===== src/rtl/player_pkg.sv =====
// player_pkg: facing codes, per-player key maps and start positions for player_motion.
package player_pkg;
  typedef enum logic [1:0] {DIR_N = 2'd0, DIR_S = 2'd1, DIR_E = 2'd2, DIR_W = 2'd3} dir_t;
  typedef struct packed {
    logic [7:0] up, down, left, right, aim_up, aim_down, aim_left, aim_right, fire;
  } keymap_t;
  // USB HID usage codes: WASD/arrows/space, IJKL/TGFH/enter, numpad, digit row
  localparam keymap_t KEYMAP [4] = '{
    '{8'h1A, 8'h16, 8'h04, 8'h07, 8'h52, 8'h51, 8'h50, 8'h4F, 8'h2C},
    '{8'h0C, 8'h0E, 8'h0D, 8'h0F, 8'h17, 8'h0A, 8'h09, 8'h0B, 8'h28},
    '{8'h60, 8'h5D, 8'h5C, 8'h5E, 8'h54, 8'h55, 8'h56, 8'h57, 8'h58},
    '{8'h1E, 8'h1F, 8'h20, 8'h21, 8'h22, 8'h23, 8'h24, 8'h25, 8'h26}
  };
  localparam int START_X [4] = '{700, 2500, 700, 2500};
  localparam int START_Y [4] = '{400, 400, 2000, 2000};
  localparam dir_t START_DIR [4] = '{DIR_E, DIR_W, DIR_E, DIR_W};
  function automatic logic key_hit(input logic [31:0] kc, input logic [7:0] code);
    return code != 8'h00 &&
      (kc[7:0] == code || kc[15:8] == code || kc[23:16] == code || kc[31:24] == code);
  endfunction
endpackage


===== src/rtl/player_motion_frame_sync.sv =====
// frame_sync: two-flop synchroniser plus edge flop for VGA_VS; one-clock tick per rising edge.
module frame_sync (
  input  logic clk_i,
  input  logic rst_i,
  input  logic vs_i,
  output logic tick_o
);
  logic [2:0] sync_q;
  // all ones at reset so a sync already high at release never looks like an edge
  always_ff @(posedge clk_i or posedge rst_i)
    if (rst_i) sync_q <= 3'b111;
    else sync_q <= {sync_q[1:0], vs_i};
  assign tick_o = sync_q[1] & ~sync_q[2];
endmodule


===== src/rtl/player_motion.sv =====
// player_motion: per-frame keyboard-driven movement, facing and optional firing for up to 4 players.
// Shot logic is built only when PLAYER_FIRE_EN is defined; otherwise fire is tied low.
module player_motion
  import player_pkg::*;
#(
  parameter int NUM_PLAYERS = 2,
  parameter int POS_W = 12,
  parameter int STEP = 2,
  parameter int X_MIN = 64,
  parameter int X_MAX = 3136,
  parameter int Y_MIN = 64,
  parameter int Y_MAX = 2336,
  parameter int COOLDOWN = 15
) (
  input  logic                                Clk,
  input  logic                                Reset,
  input  logic                                VGA_VS,
  input  logic [NUM_PLAYERS-1:0][31:0]        keycode,
  output logic [NUM_PLAYERS-1:0][POS_W-1:0]   pos_x,
  output logic [NUM_PLAYERS-1:0][POS_W-1:0]   pos_y,
  output logic [NUM_PLAYERS-1:0][1:0]         dir,
  output logic [NUM_PLAYERS-1:0]              moving,
  output logic [NUM_PLAYERS-1:0]              fire,
  output logic                                frame_tick
);
  localparam logic signed [POS_W:0] XLO = (POS_W+1)'(X_MIN);
  localparam logic signed [POS_W:0] XHI = (POS_W+1)'(X_MAX);
  localparam logic signed [POS_W:0] YLO = (POS_W+1)'(Y_MIN);
  localparam logic signed [POS_W:0] YHI = (POS_W+1)'(Y_MAX);
  localparam logic signed [POS_W:0] SD = (POS_W+1)'(STEP);
  frame_sync u_sync (.clk_i(Clk), .rst_i(Reset), .vs_i(VGA_VS), .tick_o(frame_tick));
  for (genvar i = 0; i < NUM_PLAYERS; i++) begin : g_pl
    localparam keymap_t KM = KEYMAP[i];
    logic up, dn, lf, rt;
    logic signed [POS_W:0] dx, dy, sx, sy;
    logic [POS_W-1:0] x_q, x_d, y_q, y_d;
    dir_t dir_q, dir_d;
    logic mov_q;
    always_comb begin
      up = key_hit(keycode[i], KM.up);
      dn = key_hit(keycode[i], KM.down);
      lf = key_hit(keycode[i], KM.left);
      rt = key_hit(keycode[i], KM.right);
      dx = (rt & ~lf) ? SD : (lf & ~rt) ? -SD : '0;
      dy = (dn & ~up) ? SD : (up & ~dn) ? -SD : '0;
      sx = $signed({1'b0, x_q}) + dx;
      sy = $signed({1'b0, y_q}) + dy;
      x_d = sx < XLO ? XLO[POS_W-1:0] : sx > XHI ? XHI[POS_W-1:0] : sx[POS_W-1:0];
      y_d = sy < YLO ? YLO[POS_W-1:0] : sy > YHI ? YHI[POS_W-1:0] : sy[POS_W-1:0];
      // aim keys win over movement keys; up > down > left > right in each group
      dir_d = key_hit(keycode[i], KM.aim_up)    ? DIR_N :
              key_hit(keycode[i], KM.aim_down)  ? DIR_S :
              key_hit(keycode[i], KM.aim_left)  ? DIR_W :
              key_hit(keycode[i], KM.aim_right) ? DIR_E :
              up ? DIR_N : dn ? DIR_S : lf ? DIR_W : rt ? DIR_E : dir_q;
    end
    always_ff @(posedge Clk or posedge Reset)
      if (Reset) begin
        x_q <= POS_W'(START_X[i]);
        y_q <= POS_W'(START_Y[i]);
        dir_q <= START_DIR[i];
        mov_q <= 1'b0;
      end else if (frame_tick) begin
        x_q <= x_d;
        y_q <= y_d;
        dir_q <= dir_d;
        mov_q <= (x_d != x_q) | (y_d != y_q);
      end
    assign pos_x[i] = x_q;
    assign pos_y[i] = y_q;
    assign dir[i] = dir_q;
    assign moving[i] = mov_q;
`ifdef PLAYER_FIRE_EN
    localparam int CW = $clog2(COOLDOWN + 2);
    logic [CW-1:0] cnt_q, cnt_d;
    logic fire_q, shoot;
    always_comb begin
      shoot = frame_tick && cnt_q == '0 && key_hit(keycode[i], KM.fire);
      cnt_d = shoot ? CW'(COOLDOWN) : (frame_tick && cnt_q != '0) ? cnt_q - 1'b1 : cnt_q;
    end
    always_ff @(posedge Clk or posedge Reset)
      if (Reset) begin
        cnt_q <= '0;
        fire_q <= 1'b0;
      end else begin
        cnt_q <= cnt_d;
        fire_q <= shoot;
      end
    assign fire[i] = fire_q;
`else
    assign fire[i] = 1'b0;
`endif
  end
endmodule


===== config.mk =====
export PLATFORM = sky130hd
export DESIGN_NAME = player_motion
export DESIGN_NICKNAME = d
export VERILOG_FILES = /design/src/rtl/player_pkg.sv /design/src/rtl/player_motion_frame_sync.sv /design/src/rtl/player_motion.sv
export SDC_FILE = /design/constraint.sdc
export NUM_CORES = 1
export LEC_CHECK = 0
export ABC_AREA = 1
export BUFFER_PORTS_ARGS = -buffer_cell sky130_fd_sc_hd__buf_2
export CAP_MARGIN = 5
export CORE_MARGIN = 2
export CORE_UTILIZATION = 47
export DETAILED_ROUTE_END_ITERATION = 8
export PLACE_DENSITY = 0.69
export SLEW_MARGIN = 20
export SYNTH_ARGS = -nofsm -noshare
export SYNTH_HDL_FRONTEND = slang
export SYNTH_SLANG_ARGS = --single-unit

===== constraint.sdc =====
create_clock -name Clk -period 6.7 [get_ports Clk]
set_clock_uncertainty 0.15 [all_clocks]
set_input_delay 0.67 -clock Clk [delete_from_list [all_inputs] [get_ports Clk]]
set_output_delay 0.67 -clock Clk [all_outputs]
set_load 0.01 [all_outputs]

==> flow_summary_export.csv <==
group,metric,value,unit
outcome,result_of_the_run,"completed",
drt,drt_first_iter_violations,514,
sta,final.min_clock_period,4.950,ns
sta,final_min_period_over_clock_period,0.7388,
cts,cts_hold_repair.buffers,0,
synth,synthCells,1303,
final_layout,diodes,0,
floorplan,die_x,129.5,um
floorplan,num_rows,45,
final_layout,final_cell_count_no_fill,1633,
min_path,hp-start,"u_sync.sync_q[0]",
pwr,power_report.internal_total,1.265,mW
final_layout,final_util,0.5523,
drt,detail_route.wl_per_cell,12.35,um
synth,synthesis.yosys.warnings,0,
cts,ctsResizeCount,0,
worst_setup_path,reg2reg_slack,3.28,ns
min_path,hold_end,"u_sync.sync_q[1]",
drt,met2_wirelength,8.964,mm
worst_setup_path,worst_ep_arrival_time,5.02,ns
synth,synth.ff_latch_count,57,
cts,cts_max_path_buffers,2,
worst_setup_path,worst_r2r_endpoint,"g_pl[0].mov_q",
synth,yosysSeqAreaShare,0.1967,
cts,post-cts-setup-buffers,0,
global_routing,grt_overflow,0,
worst_setup_path,reg2regPathDepth,20,
global_routing,antenna_found_initial,0,
final_layout,final_nets,1525,
synth,synthDominantAreaCellType,"sky130_fd_sc_hd__nand2_1",
drt,first_pass_iters,7,
global_routing,first_global_vias,7380,
drt,routed_via_density,5.094,
worst_setup_path,crit_path_start_kind,"input pin",
cts,cts_made_buffers,9,
cts,cts.root.buffer_cell,"sky130_fd_sc_hd__clkbuf_16",
final_layout,post_route_cells_drive_above_1_share,0.1505,
pwr,power_spent_charging_and_discharging_nets,1.154,mW
drt,antenna_left,0,
drt,routed-wl-met3,1.239,mm
worst_setup_path,crit_fanout,13,
worst_setup_path,setup.worst_path.end_class,"register",
placement,buffer_ports.inserted,121,
cts,worst_setup_hold_path_clk_slew,0.05,ns
cts,cts_sinks,57,
floorplan,floorplan.initialDensity,0.4831,
sta,final.hold.worst_slack,0.2018,ns
global_routing,grt_util_all_layers,0.2431,
worst_setup_path,reg2reg_from,"g_pl[0].x_q[1]",
floorplan,die_area,16760,sq um
final_layout,layout-area-overhead-vs-synth,14.32,%
drt,top_layer,"met4",
floorplan,design.core.area,15310,sq um
synth,synth_top_cells_by_area,"sky130_fd_sc_hd__nand2_1, sky130_fd_sc_hd__dfrtp_1, sky130_fd_sc_hd__inv_1",
sta,hold_viol,0,
worst_setup_path,worstPathRequired,6.77,ns
global_routing,grt_first_pass_wirelength,33.66,mm
synth,syn_area_per_cell,5.678,sq um
placement,dp_cells,1617,
drt,routedLengthMet1,9.850,mm
sta,maxClockFrequency,0.2020,GHz
pwr,total_leakage_power,4.775,nW
placement,gp_congestion,0.9072,
drt,num_vias,8319,
final_layout,most-common-layout-cells,"sky130_fd_sc_hd__nand2_1, sky130_fd_sc_hd__inv_1, sky130_fd_sc_hd__nor2_1",
final_layout,layout_commonest_cell,"sky130_fd_sc_hd__nand2_1",
synth,syn-cell-area,7398,sq um
sta,slew_headroom,0.4332,
min_path,min-delay-path-class,"reg -> reg",
sta,final-setup-viol-count,0,
sta,tns,0,ns
floorplan,design.portCount,124,
sta,rsz_0062_raised_after_global_routing,"false",
synth,synth_top_area_share,0.2248,
pwr,clkPwrFrac,0.189,
sta,timing.final.max_slew_violations,0,
cts,worstSkewPairLatency,0.33,ns
synth,netlist-cell-type-count,49,
pwr,power_frac_seq,0.254,
drt,routed_wire_length,20.17,mm
pwr,comb_power_share,0.557,
drt,drt_drc_violations_left,0,
min_path,min_delay_path_depth,0,
job,maxCapViolCount,0,
cts,cts_tree,"done",
pwr,power.ir.vdd_worst,0.0001553,V
worst_setup_path,timing_worst_setup_path_type,"in -> reg",
placement,post-dp-hpwl,16.42,mm
global_routing,pin_count_of_the_biggest_net_entering_global_routing,58,
cts,cts-htree-levels,3,
pwr,p_sw_frac,0.4772,
pwr,cellPowerDensity,286.0,nW/um^2
sta,tightest_slew,0.8480,ns
floorplan,die_span_y,129.5,um
[power by group through the flow]
stage / Clock, mW / Combinational [mW] / Sequential, mW
floorplan: 0 / 0.970 / 0.620
global placement: 0 / 1.32 / 0.619
detailed placement: 0 / 1.34 / 0.620
CTS: 0.466 / 1.34 / 0.616
global route: 0.482 / 1.53 / 0.632
finish: 0.458 / 1.35 / 0.614
[cell type report]
class | count | area, sq um
Fill cell | 1625 | 6857
Multi-Input combinational cell | 1022 | 5045
Sequential cell | 57 | 1455
Inverter | 202 | 758.2
Timing Repair Buffer | 125 | 635.6
Tap cell | 211 | 264.0
Clock buffer | 13 | 260.3
Clock inverter | 3 | 40.04
[worst max-delay path by stage]
stage / startpoint / end / slack (ns) / depth (start not counted)
after floorplan: keycode[63] / g_pl[1].mov_q / 2.43 / 31
after global placement: keycode[62] / g_pl[1].mov_q / 1.35 / 33
after detailed placement: keycode[39] / g_pl[1].mov_q / 1.49 / 28
after CTS: keycode[39] / g_pl[1].mov_q / 1.80 / 28
after global routing: keycode[39] / g_pl[1].mov_q / 1.07 / 28
final: keycode[39] / g_pl[1].mov_q / 1.75 / 28
[registers in the layout (all words and copies together), names as in the netlist]
| signal | cells |
|---|---|
| g_pl.dir_q | 4 |
| u_sync.sync_q | 3 |
| g_pl.y_q | 24 |
| g_pl.mov_q | 2 |
| g_pl.x_q | 24 |
[cells by family after synthesis]
logic type | Yosys count | share of synthesized area
buffers and inverters | 225 | 0.1231
flip-flops | 57 | 0.1967
adder cells (fa/ha/maj) | 41 | 0.07137
other | 1 | 0.0005069
AO/OA/AOI/OAI | 127 | 0.1005
AND/OR/NAND/NOR | 838 | 0.4913
XOR/XNOR | 14 | 0.01657
[layer usage]
layer,up-vias,global-route usage
met1,3669,0.3395
li1,4386,-
met3,12,0.03716
met2,252,0.4068
met4,0,0.03669
met5,-,0
[worst max-delay path: stages]
cell,delay (ns)
sky130_fd_sc_hd__buf_2,0.09
sky130_fd_sc_hd__nor2_1,0.12
sky130_fd_sc_hd__nor3b_1,0.43
sky130_fd_sc_hd__nand3_1,0.21
sky130_fd_sc_hd__inv_1,0.13
sky130_fd_sc_hd__a21oi_1,0.09
sky130_fd_sc_hd__nand3_1,0.08
sky130_fd_sc_hd__ha_1,0.51
sky130_fd_sc_hd__ha_1,0.40
sky130_fd_sc_hd__a21oi_1,0.25
sky130_fd_sc_hd__inv_1,0.07
sky130_fd_sc_hd__nand2_1,0.08
sky130_fd_sc_hd__nand3_1,0.11
sky130_fd_sc_hd__nand2_1,0.11
sky130_fd_sc_hd__nand2_1,0.05
sky130_fd_sc_hd__nand2_1,0.06
sky130_fd_sc_hd__nand2_1,0.08
sky130_fd_sc_hd__inv_1,0.11
sky130_fd_sc_hd__nor2_1,0.06
sky130_fd_sc_hd__nand2_1,0.23
sky130_fd_sc_hd__nand2_1,0.18
sky130_fd_sc_hd__nor2_1,0.21
sky130_fd_sc_hd__xor2_1,0.18
sky130_fd_sc_hd__nand2_1,0.07
sky130_fd_sc_hd__nor2_1,0.18
sky130_fd_sc_hd__nand3_1,0.10
sky130_fd_sc_hd__nor2_1,0.11
sky130_fd_sc_hd__nor2_1,0.04
[synthesized netlist by cell type (all sizes together)]
cell type    n
o21a         1
o211ai       1
buf         15
nor3        31
clkbuf       8
o31ai        2
a21oi       30
nor3b        1
dfrtp       34
nand3b      11
a311oi       3
a31oi        3
or2          5
ha          39
a211oi       1
xnor2        1
nor2       160
o22ai        3
a21o         1
o41ai        2
conb         1
or3          1
dfstp       23
nand2      470
inv        202
a21boi       7
nand4       26
xor2        13
a221oi       2
fa           2
o32ai        2
nand3      124
a2111oi      2
o21ai       64
nor4         9
o21bai       3
[per-stage QoR]
stage | power (mW) | setup WS, ns | cell area (sq um)
2_1_floorplan | 1.589 | 2.430 | 7402
3_3_place_gp | 1.942 | 1.346 | 8157
3_5_place_dp | 1.956 | 1.493 | 8158
4_1_cts | 2.424 | 1.795 | 8458
5_1_grt | 2.648 | 1.072 | 8458
6_report | 2.419 | 1.750 | 8458
Power figures use the tool's default switching activity.
